==> config.mk <==
export PLATFORM = sky130hd
export DESIGN_NAME = serial_subtractor
export DESIGN_NICKNAME = d
export VERILOG_FILES = /design/src/rtl/serial_subtractor.sv
export SDC_FILE = /design/constraint.sdc
export NUM_CORES = 1
export LEC_CHECK = 0
export ABC_AREA = 1
export CAP_MARGIN = 20
export CORE_MARGIN = 2
export CORE_UTILIZATION = 37
export DETAILED_ROUTE_END_ITERATION = 8
export MAX_ROUTING_LAYER = met4
export PLACE_DENSITY = 0.57
export SLEW_MARGIN = 20
export SYNTH_ARGS = -nofsm -noshare
export SYNTH_HDL_FRONTEND = slang
export SYNTH_SLANG_ARGS = --single-unit
==> constraint.sdc <==
create_clock -name clk -period 1.77 [get_ports clk]
set_clock_uncertainty 0.1 [all_clocks]
set_input_delay 0.354 -clock clk [delete_from_list [all_inputs] [get_ports clk]]
set_output_delay 0.354 -clock clk [all_outputs]
set_load 0.01 [all_outputs]
==> src/rtl/serial_subtractor.sv <==
// Bit-serial a-b (LSB first, one full-subtractor cell); done pulses WIDTH cycles after the accepting edge.
// `define SERIAL_SUB_ADD_EN adds a mode port (1=subtract, 0=add). start is ignored while busy.
module serial_subtractor #(
    parameter int WIDTH = 8
) (
    input  logic             clk,
    input  logic             rst,
    input  logic             start,
    input  logic [WIDTH-1:0] a,
    input  logic [WIDTH-1:0] b,
`ifdef SERIAL_SUB_ADD_EN
    input  logic             mode,
`endif
    output logic             busy,
    output logic             done,
    output logic [WIDTH-1:0] diff,
    output logic             bout
);

    localparam int CNT_W = (WIDTH > 2) ? $clog2(WIDTH) : 1;
    localparam logic [CNT_W-1:0] LAST = CNT_W'(WIDTH - 1);

    typedef enum logic [1:0] {IDLE, RUN, DONE} state_t;

    state_t             state_q, state_d;
    logic [WIDTH-1:0]   sa_q, sa_d;
    logic [WIDTH-1:0]   sb_q, sb_d;
    logic [WIDTH-1:0]   work_q, work_d;
    logic [WIDTH-1:0]   diff_q, diff_d;
    logic [CNT_W-1:0]   cnt_q, cnt_d;
    logic               br_q, br_d;
    logic               bout_q, bout_d;
    logic               d_bit, br_nxt;
`ifdef SERIAL_SUB_ADD_EN
    logic               mode_q, mode_d;
`endif

    // br_q doubles as the carry when adding; the sum bit equation is shared.
    always_comb begin
        d_bit  = sa_q[0] ^ sb_q[0] ^ br_q;
        br_nxt = (~sa_q[0] & sb_q[0]) | (~(sa_q[0] ^ sb_q[0]) & br_q);
`ifdef SERIAL_SUB_ADD_EN
        if (!mode_q) begin
            br_nxt = (sa_q[0] & sb_q[0]) | (br_q & (sa_q[0] ^ sb_q[0]));
        end
`endif
    end

    always_comb begin
        state_d = state_q;
        sa_d    = sa_q;
        sb_d    = sb_q;
        work_d  = work_q;
        diff_d  = diff_q;
        cnt_d   = cnt_q;
        br_d    = br_q;
        bout_d  = bout_q;
`ifdef SERIAL_SUB_ADD_EN
        mode_d  = mode_q;
`endif
        case (state_q)
            IDLE, DONE: begin
                if (start) begin
                    state_d = RUN;
                    sa_d    = a;
                    sb_d    = b;
                    br_d    = 1'b0;
                    cnt_d   = '0;
`ifdef SERIAL_SUB_ADD_EN
                    mode_d  = mode;
`endif
                end else begin
                    state_d = IDLE;
                end
            end
            RUN: begin
                sa_d   = sa_q >> 1;
                sb_d   = sb_q >> 1;
                work_d = {d_bit, work_q[WIDTH-1:1]};
                br_d   = br_nxt;
                cnt_d  = cnt_q + CNT_W'(1);
                if (cnt_q == LAST) begin
                    state_d = DONE;
                    diff_d  = {d_bit, work_q[WIDTH-1:1]};
                    bout_d  = br_nxt;
                end
            end
            default: state_d = IDLE;
        endcase
    end

    always_ff @(posedge clk or posedge rst) begin
        if (rst) begin
            state_q <= IDLE;
            sa_q    <= '0;
            sb_q    <= '0;
            work_q  <= '0;
            diff_q  <= '0;
            cnt_q   <= '0;
            br_q    <= 1'b0;
            bout_q  <= 1'b0;
`ifdef SERIAL_SUB_ADD_EN
            mode_q  <= 1'b1;
`endif
        end else begin
            state_q <= state_d;
            sa_q    <= sa_d;
            sb_q    <= sb_d;
            work_q  <= work_d;
            diff_q  <= diff_d;
            cnt_q   <= cnt_d;
            br_q    <= br_d;
            bout_q  <= bout_d;
`ifdef SERIAL_SUB_ADD_EN
            mode_q  <= mode_d;
`endif
        end
    end

    assign busy = (state_q == RUN);
    assign done = (state_q == DONE);
    assign diff = diff_q;
    assign bout = bout_q;

endmodule

==> results of run 1 <==
final timing paths:
check | startpoint | to | cells after the start
hold reg to reg | sb_q[2] | sb_q[2] | 2
hold / removal | rst | sb_q[2] | 3
setup reg to reg | cnt_q[0] | diff[0] | 6
max in group asynchronous | rst | sa_q[4] | 3
min in group clk | sb_q[2] | sb_q[2] | 2
setup / recovery | state_q[1] | busy | 3
tightest hold or removal path, delay by kind of cell:
kind	cells	cell delay, ns
buffers and inverters	3	0.72
placed cells by master (no fill, tap or decap), drive strengths merged:
| cell type | instances |
|---|---|
| nand2 | 72 |
| inv | 43 |
| dfrtp | 38 |
| nand3 | 28 |
| clkdlybuf4s50 | 27 |
| o21ai | 19 |
| buf | 8 |
| clkbuf | 6 |
| nor2 | 3 |
| ha | 2 |
| dlygate4sd2 | 2 |
| or2 | 1 |
| a21oi | 1 |
| fa | 1 |
| clkinvlp | 1 |
| clkinv | 1 |
repair_timing:
| item | CTS | global route |
|---|---|---|
| resized for setup | 2 | 0 |
| buffers inserted | 1 | 0 |
| setup endpoints to repair | 2 | 0 |
area by class of cell:
| class | count | area, sq um | area share [%] |
|---|---|---|---|
| inverters | 43 | 163.9 | 7.174 |
| flip-flops and latches | 38 | 950.9 | 41.62 |
| multi-input cells | 127 | 630.6 | 27.60 |
| clock inverters | 2 | 12.51 | 0.5476 |
| well taps | 67 | 83.83 | 3.669 |
| repair buffers | 37 | 360.3 | 15.77 |
| clock buffers | 6 | 82.58 | 3.614 |
registers in the layout, indices dropped and copies added, names as in the netlist:
name     cells
br_q         1
cnt_q        3
work_q       7
state_q      2
diff         8
sa_q         8
bout         1
sb_q         8
logic make-up (layout without fill, tap and decap cells):
family                     Yosys count  count (layout)  synth area share (%)
AOI/OAI and AO/OA                   20              20                 7.207
adders and majority gates            3               3                 2.495
buffers and inverters               52              88                 12.40
DFF                                 38              38                 52.67
and+or+nand+nor                    104             104                 25.22
routing by layer:
metal,global-route usage [%],part of all wire (%),up-vias
met2,21.73,43,36
met5,-,0,-
met1,21.03,50,622
met3,3.429,5.4,7
met4,7.273,2.3,0
li1,-,-,727
power by group:
part / leakage [nW] / switching (mW) / internal (mW)
Clock: 0.0472 / 0.315 / 0.313
Sequential: 0.472 / 0.209 / 1.29
Combinational: 0.691 / 1.11 / 0.814
Total: 1.21 / 1.63 / 2.42
metrics by stage:
step	instance area (sq um)	hold WS (ns)	instances	power, mW	setup WS (ns)
detailed placement	2185	0.3648	311	3.472	0.1939
finish	2285	0.3083	320	4.049	0.08307
global route	2285	0.3358	320	4.433	0.03364
floorplan	1805	0.3422	217	2.862	0.4374
CTS	2285	0.3152	320	4.114	0.06737
global placement	2185	0.3567	311	3.435	0.1890
==> flow_summary.yaml, run 1 <==
worst_setup_path:
  largest_delay_share_family_worst_path: "buffers and inverters"
  path_class: "reg2out"
  end_kind: "primary output"
  crit_path_max_fanout: 2
  cp_cell_sequence: "buf_4, nor2_4, dlygate4sd2_1"
  r2r_setup_slack_ns: 0.25
  start_kind: "flop"
  crit_path_max_incr_delay_ns: 0.40
  worstPathBufferInverterCount: 2
  worst-endpoint-arrival_ns: 1.23
  timing.critical_path.required_ns: 1.32
  crit_slowest_cell: "sky130_fd_sc_hd__dfrtp_1"
final_layout:
  fillerInstances: 471
  post_route_cells_drive_above_1_share_pct: 12.65
  number_of_nets_in_the_final_layout: 274
  layout-area-overhead-vs-synth_pct: 26.54
  antenna_cells_inserted: 0
  post-route-util_pct: 48.37
drt:
  final_antenna_net_count: 0
  detailroute.via_count: 1392
  drt_iter0_markers: 91
  route.detailed.vias_per_inst: 4.350
  routedWlPerCell_um: 11.22
  firstDrtPassIters: 4
  drc: 0
  wl_um: 3591
grt:
  globalRouteOverflowTotal: 0
  vias_in_the_first_global_route: 1287
  antenna_found_initial: 0
  pin_count_of_the_biggest_net_entering_global_routing: 39
  groute.usage.overall_pct: 15.43
  grt_pass1_wl_um: 6072
power:
  pwr_density_cell_nw_per_um2: 1772
  worst_ir_drop_vdd_mv: 0.6066
  p_leak_nw: 1.210
sta:
  fin_tns_setup_ns: 0
  post-route-min-period_ns: 1.687
  drv_slew: 0
  finalSetupViolations: 0
  slew-limit-headroom_pct: 82.36
  number_of_hold_violations_in_the_final_report: 0
  max_slew.worst_pin.slew_ns: 0.2618
  rsz0062_at_grt: "false"
  fin_crit_sh_pct: 95.31
  fmax_mhz: 592.8
floorplanning:
  row_count: 25
  start_util_pct: 38.23
  i_o_pin_cnt: 30
  fp.dieArea_sq_um: 5455
  floorplan.die.width_um: 73.86
  die_h_um: 73.86
  placeable_core_region_sq_um: 4723
placement:
  place.gp.congestion: 0.7204
  port_buffers: 29
  post-dp-hpwl_um: 2401
synth:
  synth_edf_count: 0
  synthesized_cell_area_sq_um: 1805
  ys_top_cells_by_count: "sky130_fd_sc_hd__nand2_1 (68), sky130_fd_sc_hd__inv_1 (40), sky130_fd_sc_hd__dfrtp_1 (38)"
  synth_seq_cells: 38
  synth-async-reset-ratio_pct: 100.0
  ys_seq_area_share_pct: 52.67
  synth_warnings: 0
  postSynth.topFlopCell: "sky130_fd_sc_hd__dfrtp_1"
  post_synth_main_area_contributors: "sky130_fd_sc_hd__dfrtp_1 (53%), sky130_fd_sc_hd__nand2_1 (14%), sky130_fd_sc_hd__inv_1 (8.3%)"
  syn_avg_cell_area_sq_um: 8.320
  synth_cells: 217
  mappedNetlistNets: 239
  yosys.cell_count.top_type: "sky130_fd_sc_hd__nand2_1"
  synth_top_cell_area_share_pct: 52.67
  netlist-cell-type-count: 21
  cell_taking_the_most_area_after_synthesis: "sky130_fd_sc_hd__dfrtp_1"
clock_network:
  tritoncts.num_buffers: 5
  clkSlewWorstSetupHoldPaths_ns: 0.07
  tritoncts: "built"
  later_pin_clock_latency_in_the_skew_report_ns: 0.29
  cts.path.max_buffers: 2
  cts_hold_buf: 0
  clock_tree.htree_level_count: 2
  numClockSinks: 38
  clock-root-buffer: "sky130_fd_sc_hd__clkbuf_8"
worst_hold_path:
  timing.hold.worst.class: "in2async"
outcome:
  status: "completed"
flow_run:
  drv_cap: 0
Power figures use the tool's default switching activity.
==> run 2: changes to the inputs <==
- PLACE_DENSITY: 0.57 -> 0.59
- clock period: 1.77 -> 1.5 ns (I/O delays scaled with it)
==> run 2 against run 1 <==
Effect of this change: worst setup slack lost 0.054 ns; routed wire length shrank 0.95%; clock power grew 41%; highest routed layer unchanged; combinational power grew 28%; first-iteration DRC count grew 6.6%; critical endpoint unchanged; largest cell class unchanged; cell count grew 2.8%.
==> flow_summary.yaml, run 2 (synthesis gave the netlist of run 1 again) <==
clock_network:
  later_pin_clock_latency_in_the_skew_report_ns: 0.30
  clock_tree.htree_level_count: 2
  clkSlewWorstSetupHoldPaths_ns: 0.08
  cts_hold_buf: 0
  numClockSinks: 38
  tritoncts.num_buffers: 5
  clock-root-buffer: "sky130_fd_sc_hd__clkbuf_8"
  tritoncts: "built"
  cts.path.max_buffers: 2
floorplanning:
  i_o_pin_cnt: 30
  row_count: 25
  die_h_um: 73.86
  floorplan.die.width_um: 73.86
  start_util_pct: 38.23
  fp.dieArea_sq_um: 5455
  placeable_core_region_sq_um: 4723
final_layout:
  post_route_cells_drive_above_1_share_pct: 16.79
  number_of_nets_in_the_final_layout: 283
  stdcell_count: 329
  final_common_cell: "sky130_fd_sc_hd__nand2_1"
  antenna_cells_inserted: 0
  layout.cells.most_common_list: "sky130_fd_sc_hd__nand2_1 (68), sky130_fd_sc_hd__inv_1 (40), sky130_fd_sc_hd__dfrtp_1 (38), sky130_fd_sc_hd__nand3_1 (28), sky130_fd_sc_hd__clkdlybuf4s50_1 (18)"
  fillerInstances: 468
  layout-area-overhead-vs-synth_pct: 33.26
power:
  pwr_density_cell_nw_per_um2: 2117
  sw_frac_of_total_pct: 39.01
  report.power.total_mw: 5.095
  cell_internal_pwr_mw: 3.107
  p_leak_nw: 1.296
  net-switching-power_mw: 1.987
  pwr-share-seq_pct: 34.6
  worst_ir_drop_vdd_mv: 0.8667
  p_comb_share_pct: 48.1
  clock_power_share_pct: 17.4
sta:
  drv_slew: 0
  fmax_mhz: 679.9
  rsz0062_at_grt: "true"
  finalSetupViolations: 0
  fin_crit_sh_pct: 98.06
  slew-limit-headroom_pct: 86.27
  max_slew.worst_pin.slew_ns: 0.2059
  number_of_hold_violations_in_the_final_report: 0
  post-route-min-period_ns: 1.471
placement:
  post-dp-hpwl_um: 2486
  place.gp.congestion: 0.7258
  numPlacedInstances: 318
  port_buffers: 29
worst_setup_path:
  timing.critical_path.required_ns: 1.10
  path_class: "reg2out"
  start_kind: "flop"
  crit_path_max_fanout: 3
  end_kind: "primary output"
  worst-endpoint-arrival_ns: 1.07
drt:
  route.detailed.vias_per_inst: 4.298
  detailroute.via_count: 1414
  drt_iter0_markers: 97
  routedWlPerCell_um: 10.81
  firstDrtPassIters: 4
  final_antenna_net_count: 0
  drc: 0
  wl_um: 3557
flow_run:
  drv_cap: 0
grt:
  antenna_found_initial: 0
  grt_pass1_wl_um: 6030
  vias_in_the_first_global_route: 1361
  globalRouteOverflowTotal: 0
  groute.usage.overall_pct: 15.55
  pin_count_of_the_biggest_net_entering_global_routing: 39
worst_hold_path:
  timing.hold.worst.class: "in2async"
outcome:
  status: "completed"
run 2: cell count changes in the layout (fill, tap and decap cells not counted), sizes merged:
cell	delta
buf	+11
clkdlybuf4s50	-9
dlygate4sd2	+7
bufinv	+1
clkbuf	-1
clkinv	-1
clkinvlp	+1
run 2: metrics by stage:
stage | hold WS [ns] | util [%] | setup WS [ns] | setup TNS (ns) | instance area, sq um
after floorplan | 0.3266 | - | 0.1814 | 0 | 1805
after global placement | 0.3593 | 47.89 | -0.06771 | -0.1036 | 2262
after detailed placement | 0.3662 | 47.89 | -0.05685 | -0.1063 | 2262
after CTS | 0.2480 | 50.20 | 0.005328 | 0 | 2371
after global routing | 0.2804 | 50.94 | -0.03202 | -0.03202 | 2406
final | 0.2363 | 50.94 | 0.02915 | 0 | 2406
run 2: path summary, 6_finish.rpt:
check,depth (start not counted),slack [ns],endpoint,from
min in group clk,2,0.38,sb_q[4],sb_q[4]
setup / recovery,4,0.03,busy,state_q[0]
setup reg to reg,5,0.10,br_q,state_q[0]
max in group asynchronous,3,0.87,diff[1],rst
hold reg to reg,2,0.38,sb_q[4],sb_q[4]
hold / removal,3,0.24,work_q[6],rst
run 2: area by class of cell:
class                           count  area [sq um]  share of cell area [%]
Sequential cell                    38         950.9                   39.52
Multi-Input combinational cell    127         643.1                   26.73
Timing Repair Buffer               46         447.9                   18.62
Inverter                           43         166.4                   6.916
Tap cell                           67         83.83                   3.484
Clock buffer                        5         68.82                   2.860
Clock inverter                      3         45.04                   1.872
run 2: power groups by stage:
stage / combinational [mW] / sequential (mW) / clock, mW
4_1_cts: 2.39 / 1.77 / 0.900
3_3_place_gp: 2.41 / 1.77 / 0
5_1_grt: 2.80 / 1.83 / 0.958
2_1_floorplan: 1.59 / 1.79 / 0
3_5_place_dp: 2.45 / 1.78 / 0
6_report: 2.45 / 1.76 / 0.885
run 2: repair_timing:
action / 4_1_cts / 5_1_grt
endpoints found under the hold margin: 0 / 0
pin swaps: 1 / 2
setup buffers: 0 / 3
setup endpoints to repair: 11 / 20
gates resized for setup: 19 / 5
run 2: worst max-delay path, cell delays in order, from the launching register on:
cell and delay (ns):
sky130_fd_sc_hd__dfrtp_1 0.43, sky130_fd_sc_hd__buf_6 0.13, sky130_fd_sc_hd__inv_4 0.03, sky130_fd_sc_hd__nor2_4 0.08
sky130_fd_sc_hd__buf_6 0.10
run 2: routing by layer:
metal / vias up / track usage (%) / wire length, um
met4: 0 / 9.091 / 91
met5: - / - / 0
met2: 22 / 22.62 / 1622
met1: 644 / 19.90 / 1744
li1: 741 / - / -
met3: 7 / 3.292 / 99
==> run 3: changes to the inputs <==
- SLEW_MARGIN: 20 -> 0
==> results of run 3 <==
Same layout as run 2: the final DEF is identical, and so are final timing and power.
